## config.mk

```make
export PLATFORM = sky130hd
export DESIGN_NAME = adder_arbiter_flat
export DESIGN_NICKNAME = d
export VERILOG_FILES = /design/src/rtl/adder_arbiter_if.sv /design/src/rtl/adder_arbiter.sv /design/src/flat_wrapper.sv
export SDC_FILE = /design/constraint.sdc
export NUM_CORES = 1
export LEC_CHECK = 0
export CELL_PAD_IN_SITES_DETAIL_PLACEMENT = 0
export CELL_PAD_IN_SITES_GLOBAL_PLACEMENT = 1
export CORE_MARGIN = 1
export CORE_UTILIZATION = 30
export CTS_BUF_LIST = sky130_fd_sc_hd__clkbuf_16
export DETAILED_ROUTE_END_ITERATION = 7
export PLACE_DENSITY_LB_ADDON = 0.3
export SYNTH_ARGS = -nofsm -noshare
export SYNTH_HDL_FRONTEND = slang
export SYNTH_SLANG_ARGS = --single-unit
```

## constraint.sdc

```tcl
create_clock -name clk -period 3.83 [get_ports clk]
set_input_delay 0.766 -clock clk [delete_from_list [all_inputs] [get_ports clk]]
set_output_delay 0.766 -clock clk [all_outputs]
set_load 0.01 [all_outputs]
```

## src/rtl/adder_arbiter_if.sv

```systemverilog
// Bundle between the requester clients and the shared-adder arbiter:
// per-requester request/operand lanes, the one-hot grant, and the tagged result handshake.
interface adder_arbiter_if #(
  parameter int WIDTH = 32,
  parameter int NREQ  = 4,
  parameter int IDW   = $clog2(NREQ)
);
  logic [NREQ-1:0]       req;
  logic [NREQ*WIDTH-1:0] a_flat;
  logic [NREQ*WIDTH-1:0] b_flat;
  logic [NREQ-1:0]       gnt;
  logic                  sum_valid;
  logic                  sum_ready;
  logic [WIDTH-1:0]      sum;
  logic                  carry;
  logic [IDW-1:0]        sum_id;

  // Client side: drives requests and operands, consumes the result.
  modport master (
    output req, a_flat, b_flat, sum_ready,
    input  gnt, sum_valid, sum, carry, sum_id
  );

  // Arbiter side.
  modport slave (
    input  req, a_flat, b_flat, sum_ready,
    output gnt, sum_valid, sum, carry, sum_id
  );
endinterface

```

## src/rtl/adder_arbiter.sv

```systemverilog
// Round-robin arbiter sharing one WIDTH-bit adder among NREQ requesters.
// One operation every 3 cycles minimum; the result is held until the consumer accepts it.
module adder_arbiter #(
  parameter int WIDTH = 32,
  parameter int NREQ  = 4,
  parameter int IDW   = $clog2(NREQ)
) (
  input  logic            clk,
  input  logic            rst_n,
  adder_arbiter_if.slave  bus
);

  typedef enum logic [1:0] {
    S_IDLE = 2'd0,
    S_EXEC = 2'd1,
    S_OUT  = 2'd2
  } state_t;

  state_t           r_state;
  state_t           w_state_nxt;

  logic [IDW-1:0]   r_last;
  logic [IDW-1:0]   r_idx;
  logic [WIDTH-1:0] r_a;
  logic [WIDTH-1:0] r_b;
  logic [NREQ-1:0]  r_gnt;
  logic             r_sum_valid;
  logic [WIDTH-1:0] r_sum;
  logic             r_carry;
  logic [IDW-1:0]   r_sum_id;

  logic             w_found;
  logic [IDW-1:0]   w_winner;
  logic             w_capture;
  logic             w_execute;
  logic             w_release;

  // Search starts one past the previous winner so every requester gets a turn.
  always_comb begin : p_rr_search
    logic [IDW-1:0] idx;
    // NOTE: every comb output gets a default first, so no path leaves it unassigned (no latch).
    w_found  = 1'b0;
    w_winner = '0;
    idx      = '0;
    for (int i = 1; i <= NREQ; i++) begin
      idx = IDW'((int'(r_last) + i) % NREQ);
      if (!w_found && bus.req[idx]) begin
        w_found  = 1'b1;
        w_winner = idx;
      end
    end
  end

  // State register
  always_ff @(posedge clk or negedge rst_n) begin
    if (!rst_n) begin
      r_state <= S_IDLE;
    end else begin
      // NOTE: non-blocking assignments in clocked blocks keep all registers updating from pre-edge values.
      r_state <= w_state_nxt;
    end
  end

  // Next-state logic
  always_comb begin
    w_state_nxt = r_state;
    case (r_state)
      S_IDLE:  if (w_found)       w_state_nxt = S_EXEC;
      S_EXEC:                     w_state_nxt = S_OUT;
      S_OUT:   if (bus.sum_ready) w_state_nxt = S_IDLE;
      default:                    w_state_nxt = S_IDLE;
    endcase
  end

  // Output decode: strobes that steer the registered datapath
  always_comb begin
    w_capture = 1'b0;
    w_execute = 1'b0;
    w_release = 1'b0;
    case (r_state)
      S_IDLE:  w_capture = w_found;
      S_EXEC:  w_execute = 1'b1;
      S_OUT:   w_release = bus.sum_ready;
      default: ;
    endcase
  end

  always_ff @(posedge clk or negedge rst_n) begin
    if (!rst_n) begin
      // NOTE: operand latches and result registers are reset too, so an aborted operation leaves nothing behind.
      r_last      <= IDW'(NREQ - 1);
      r_idx       <= '0;
      r_a         <= '0;
      r_b         <= '0;
      r_gnt       <= '0;
      r_sum_valid <= 1'b0;
      r_sum       <= '0;
      r_carry     <= 1'b0;
      r_sum_id    <= '0;
    end else begin
      r_gnt <= '0;
      if (w_capture) begin
        r_gnt  <= NREQ'(1) << w_winner;
        r_last <= w_winner;
        r_idx  <= w_winner;
        r_a    <= bus.a_flat[int'(w_winner)*WIDTH +: WIDTH];
        r_b    <= bus.b_flat[int'(w_winner)*WIDTH +: WIDTH];
      end
      if (w_execute) begin
        {r_carry, r_sum} <= {1'b0, r_a} + {1'b0, r_b};
        r_sum_id         <= r_idx;
        r_sum_valid      <= 1'b1;
      end
      if (w_release) begin
        r_sum_valid <= 1'b0;
      end
    end
  end

  assign bus.gnt       = r_gnt;
  assign bus.sum_valid = r_sum_valid;
  assign bus.sum       = r_sum;
  assign bus.carry     = r_carry;
  assign bus.sum_id    = r_sum_id;

endmodule

```

## src/flat_wrapper.sv

```systemverilog
// flat-port wrapper written by rule: the top's interface ports become plain ports
module adder_arbiter_flat 
#(
  parameter int WIDTH = 32,
  parameter int NREQ  = 4,
  parameter int IDW   = $clog2(NREQ)
)
  (clk, rst_n, bus_req, bus_a_flat, bus_b_flat, bus_sum_ready, bus_gnt, bus_sum_valid, bus_sum, bus_carry, bus_sum_id);
  adder_arbiter_if #(.WIDTH(WIDTH), .NREQ(NREQ), .IDW(IDW)) bus_i ();
  input  logic clk;
  input  logic rst_n;
  input wire logic [$bits(bus_i.req)-1:0] bus_req;
  input wire logic [$bits(bus_i.a_flat)-1:0] bus_a_flat;
  input wire logic [$bits(bus_i.b_flat)-1:0] bus_b_flat;
  input wire logic [$bits(bus_i.sum_ready)-1:0] bus_sum_ready;
  output wire logic [$bits(bus_i.gnt)-1:0] bus_gnt;
  output wire logic [$bits(bus_i.sum_valid)-1:0] bus_sum_valid;
  output wire logic [$bits(bus_i.sum)-1:0] bus_sum;
  output wire logic [$bits(bus_i.carry)-1:0] bus_carry;
  output wire logic [$bits(bus_i.sum_id)-1:0] bus_sum_id;
  assign bus_i.req = bus_req;
  assign bus_i.a_flat = bus_a_flat;
  assign bus_i.b_flat = bus_b_flat;
  assign bus_i.sum_ready = bus_sum_ready;
  assign bus_gnt = bus_i.gnt;
  assign bus_sum_valid = bus_i.sum_valid;
  assign bus_sum = bus_i.sum;
  assign bus_carry = bus_i.carry;
  assign bus_sum_id = bus_i.sum_id;
  adder_arbiter #(.WIDTH(WIDTH), .NREQ(NREQ), .IDW(IDW)) u_core (.clk(clk), .rst_n(rst_n), .bus(bus_i));
endmodule
```

## Yosys cells after proc, flatten, opt, wreduce, memory -nomap -nowiden

Index checks and enable logic that the tools add are counted.

- Register bits after elaboration: 110
- Output and inout bits: 40

- $add $sub $neg: 5
- Order comparisons: 4
- Equality and inequality tests: 4
- Shift-type cells: 3
- Muxes and demuxes: 25
- Reductions and logical operators: 9

Operator list:

| cell | number |
|---|---|
| 128-bit by 8-bit variable part select with 32-bit output | 2 |
| 32-bit by 32-bit adder with 33-bit output | 1 |
| 1-bit 2-to-1 mux | 13 |
| 2-bit by 3-bit < comparator with 1-bit output (second input constant) | 4 |
| 2-bit 2-to-1 mux | 6 |
| 1-bit binary-select mux with 2-bit select | 4 |
| 2-bit case mux with 3 select lines | 1 |
| 2-bit by 1-bit adder with 2-bit output (second input constant) | 2 |
| 2-bit adder (second input constant) | 2 |
| 4-bit 2-to-1 mux | 1 |
| 1-bit by 2-bit << shifter with 4-bit output (first input constant) | 1 |
| 1-bit logical AND | 3 |
| 1-bit logical NOT | 3 |
| 2-bit by 1-bit == test with 1-bit output (second input constant) | 1 |
| 2-bit == test (second input constant) | 1 |
| 2-bit logical NOT | 1 |
| 2-bit by 1-bit != test with 1-bit output (second input constant) | 1 |
| 2-bit != test (second input constant) | 1 |
| 2-bit AND reduction | 1 |
| 2-bit nonzero test | 1 |

## Logic depth before layout (Yosys ltp)

- Depth after elaboration: 15
- Gate-level depth with buffers: 10

## Worst setup path after synthesis

No wires, ideal clock.

- Path kind: reg2reg
- Start point: reg u_core.r_b[0]
- End point: reg u_core.r_sum[30] (netlist: u_core.bus.sum[30])
- Setup time: 0.125 ns
- Data arrival time: 2.622 ns
- Setup slack: 1.083 ns
- Stages on the path, launching flop included: 11
- Buffers on the path: 0
- Path through: dfrtp_1 -> ha_1 -> fa_1 -> a21o_1 -> a221oi_2 -> o221a_4 -> o211ai_4 -> a221o_1 -> a21oi_2 -> xnor2_1 -> mux2_4

- Longest elaborated chain between the ends: 1

RTL lines:

| item | line | text |
|---|---|---|
| start: declaration | adder_arbiter.sv:25 | `logic [WIDTH-1:0] r_b;` |
| start signal: assignment | adder_arbiter.sv:107 | `r_b <= bus.b_flat[int'(w_winner)*WIDTH +: WIDTH];` |
| 32-bit by 32-bit adder with 33-bit output | adder_arbiter.sv:110 | `{r_carry, r_sum} <= {1'b0, r_a} + {1'b0, r_b};` |
| end signal: assignment | adder_arbiter.sv:110 |  |
| end: declaration | adder_arbiter.sv:28 | `logic [WIDTH-1:0] r_sum;` |

No other way between the ends.
A chain may end at the register's enable or synchronous reset.

## Worst setup path in the final report

Same ends and word-level chain as after synthesis.

==> out/qor.yml <==
cts_tree: "done"
required_ps: 4080
hold_class: "in -> async"
num_vias: 8161
yosys_warnings: 0
cp-end-kind: "flop"
rows: 57
synth.top_cell.area_share: 0.3544
crit_start: "u_core.r_b[0]$_DFFE_PN0P_"
drv_cap: 0
numCtsBuffers: 9
path_clk_slew_ps: 80
syn_area_mm2: 0.007626
io_buffers: 302
status: "complete, no violations"
final_core_util: 0.4573
die_y_um: 161.4
crit_type: "reg -> reg"
start_util: 0.3099
postRouteAntennaNets: 0
crit_end: "u_core.bus.sum[30]$_DFFE_PN0P_"
synth_area_leaders: "dfrtp_1 35%, nand2_1 22%, o21ai_0 10%"
vias_per_cell: 4.849
fp.dieArea_mm2: 0.02606
syn_inst: 1097
areaGrowthSynthToFinish_pct: 47.55
layout_min_cycle_time_ps: 3151
grt_max_degree: 135
drive_above_1_share: 0.03682
cts_root_buf: "clkbuf_16"
synth_area_per_cell_um2: 6.952
drtIter0Drc: 449
synth-edff-count: 0
htreeDepth: 3
arrival_ps: 3400
drc: 0
use_met1: 0.3087
ctsResizeCount: 0
overflow: 0
clock_latency_ps: 360
wl_per_cell_um: 16.59
power_uw: 9227
synth_fp_nets: 1393
cpPeakStageDelay_ps: 500
drv_slew: 0
leakage_uw: 0.005096
reg2reg_from: "u_core.r_b[0]$_DFFE_PN0P_"
worstMarginPinSlew_ps: 846.2
layout_setup_ws_ps: 679.0
ir_drop_v: 0.0003693
grtUsageTotal: 0.2166
r2r_slack_ps: 680
routed_wl_mm: 27.92
globalplace.congestion: 0.8737
grt_pass1_wl_mm: 43.80
ys_seq_area_frac: 0.3613
synthDistinctLibCells: 48
cp_cell_sequence: "ha_1, fa_1, a21o_1, a221oi_2, o221a_4, o211ai_4, a221o_1, a21oi_2, xnor2_1, mux2_4"
die_w_um: 161.4
nNetsFinal: 1649
reg2reg_depth: 10
worst_setup_path_start_kind: "flop"
clockBufferDepth: 2
clock-sinks: 110
finalHoldViolCount: 0
slew_headroom: 0.4347
min_period_over_period: 0.8227
ios: 303
fin_cells: 1683
critPathMaxFanout: 5
setup_tns_ps: 0
hold_buffers: 0
synthArstFlopShare: 1.000
antenna_found_initial: 2
cp_slowest_cell: "a221oi_2"
hpwlAfterDp_mm: 22.44
dr.pass1.iters: 5
synth_seq_cells: 110
clock.fmax_mhz: 317.4
core_area_mm2: 0.02460
placed_cells: 1666
p_per_area_mw_per_mm2: 820.0
rsz0062_at_grt: "false"
r2r_end: "u_core.bus.sum[30]$_DFFE_PN0P_"
dp_slack_ps: 514.6
grtUsageMet2: 0.3407
synth_area_leader_cell: "dfrtp_1"
grtUsageMet3: 0.03929
finalSetupViolCount: 0
postCtsSetupBuffers: 0
skew_ps: 10.07
grt_pass1_vias: 7901
ys.flop_type: "dfrtp_1"
grt-busiest-layer: "met2"
==> per-layer routing <==
metal | vias to the layer above | wire length, um
li1 | 4192 | -
met1 | 3716 | 13440
met2 | 227 | 12540
met3 | 24 | 1563
met4 | 2 | 363
met5 | - | 13
==> kinds of logic after synthesis <==
family                   share of synthesized area
AO/OA/AOI/OAI                               0.1972
flip-flops                                  0.3613
adder cells (fa/ha/maj)                    0.05513
AND/OR/NAND/NOR                             0.3096
multiplexers                              0.003281
buffers and inverters                      0.04135
XOR/XNOR                                   0.03216
==> power by group <==
group          internal [uW]  switching (uW)  leakage, uW
Clock                    451             466     0.000137
Combinational           2520            3610      0.00362
Sequential              1780             401      0.00134
==> per-stage QoR <==
stage / cell area (um^2) / hold slack (ps)
floorplan: 7626 / 438.6
global placement: 10970 / 460.4
detailed placement: 10970 / 467.6
CTS: 11250 / 486.8
global route: 11250 / 509.4
finish: 11250 / 465.2
==> area by class of cell <==
type                    count  area, um^2
fillers                  2590       13350
repair buffers            316        3176
clock inverters             7       56.30
flip-flops and latches    110        2755
well taps                 324       405.4
diodes                      1       2.502
inverters                  12       45.04
clock buffers               9       225.2
multi-input cells         904        4587
==> synth_stat cells, types with 3 or more instances <==
cell type,n
o21a_1,5
o21ai_0,155
a21oi_1,38
nor3_1,8
o21bai_1,6
nor2b_1,4
buf_1,7
dfrtp_1,108
ha_1,32
nor2_1,23
nand2b_1,3
o211ai_1,3
a21o_1,15
xnor2_1,17
clkbuf_1,61
a31oi_1,5
nand4_1,7
nand2_1,453
xor2_1,11
nand3_1,74
inv_1,11
o21ai_1,10
o31ai_1,5
and3_1,6
buf_2,3
==> worst min-delay path by stage <==
stage	to	slack [ps]
finish	u_core.bus.sum[7]$_DFFE_PN0P_	470
global placement	u_core.bus.sum_id[1]$_DFFE_PN0P_	460
floorplan	u_core.bus.sum_id[1]$_DFFE_PN0P_	440
detailed placement	u_core.bus.sum_id[1]$_DFFE_PN0P_	470
CTS	u_core.bus.sum[7]$_DFFE_PN0P_	490
global route	u_core.bus.sum[12]$_DFFE_PN0P_	510
==> placed cells by master (no fill, tap or decap), types with 10 or more instances in the layout <==
cell type and instances:
a21o_1 14, a21oi_1 37, buf_4 11, clkdlybuf4s50_1 301, dfrtp_1 108, ha_1 32, inv_1 11, nand2_1 453
nand3_1 74, nor2_1 23, o21ai_0 155, o21ai_1 10, xnor2_1 17, xor2_1 11
==> state kept, by name, summed over array words and instances, names as in the netlist <==
register,cells
u_core.bus.sum_id,2
u_core.r_idx,2
u_core.r_b,32
u_core.bus.sum,32
u_core.bus.sum_valid,1
u_core.bus.carry,1
u_core.r_last,2
u_core.bus.gnt,4
u_core.r_a,32
u_core.r_state,2
==> critical path: cells and delay by family, from the launching register on <==
family | cells | cell delay, ps
AO/OA/AOI/OAI | 6 | 1680
adder cells (fa/ha/maj) | 2 | 660
flip-flops | 1 | 390
multiplexers | 1 | 250
XOR/XNOR | 1 | 70
No activity file was read; power rests on OpenSTA's default activity.
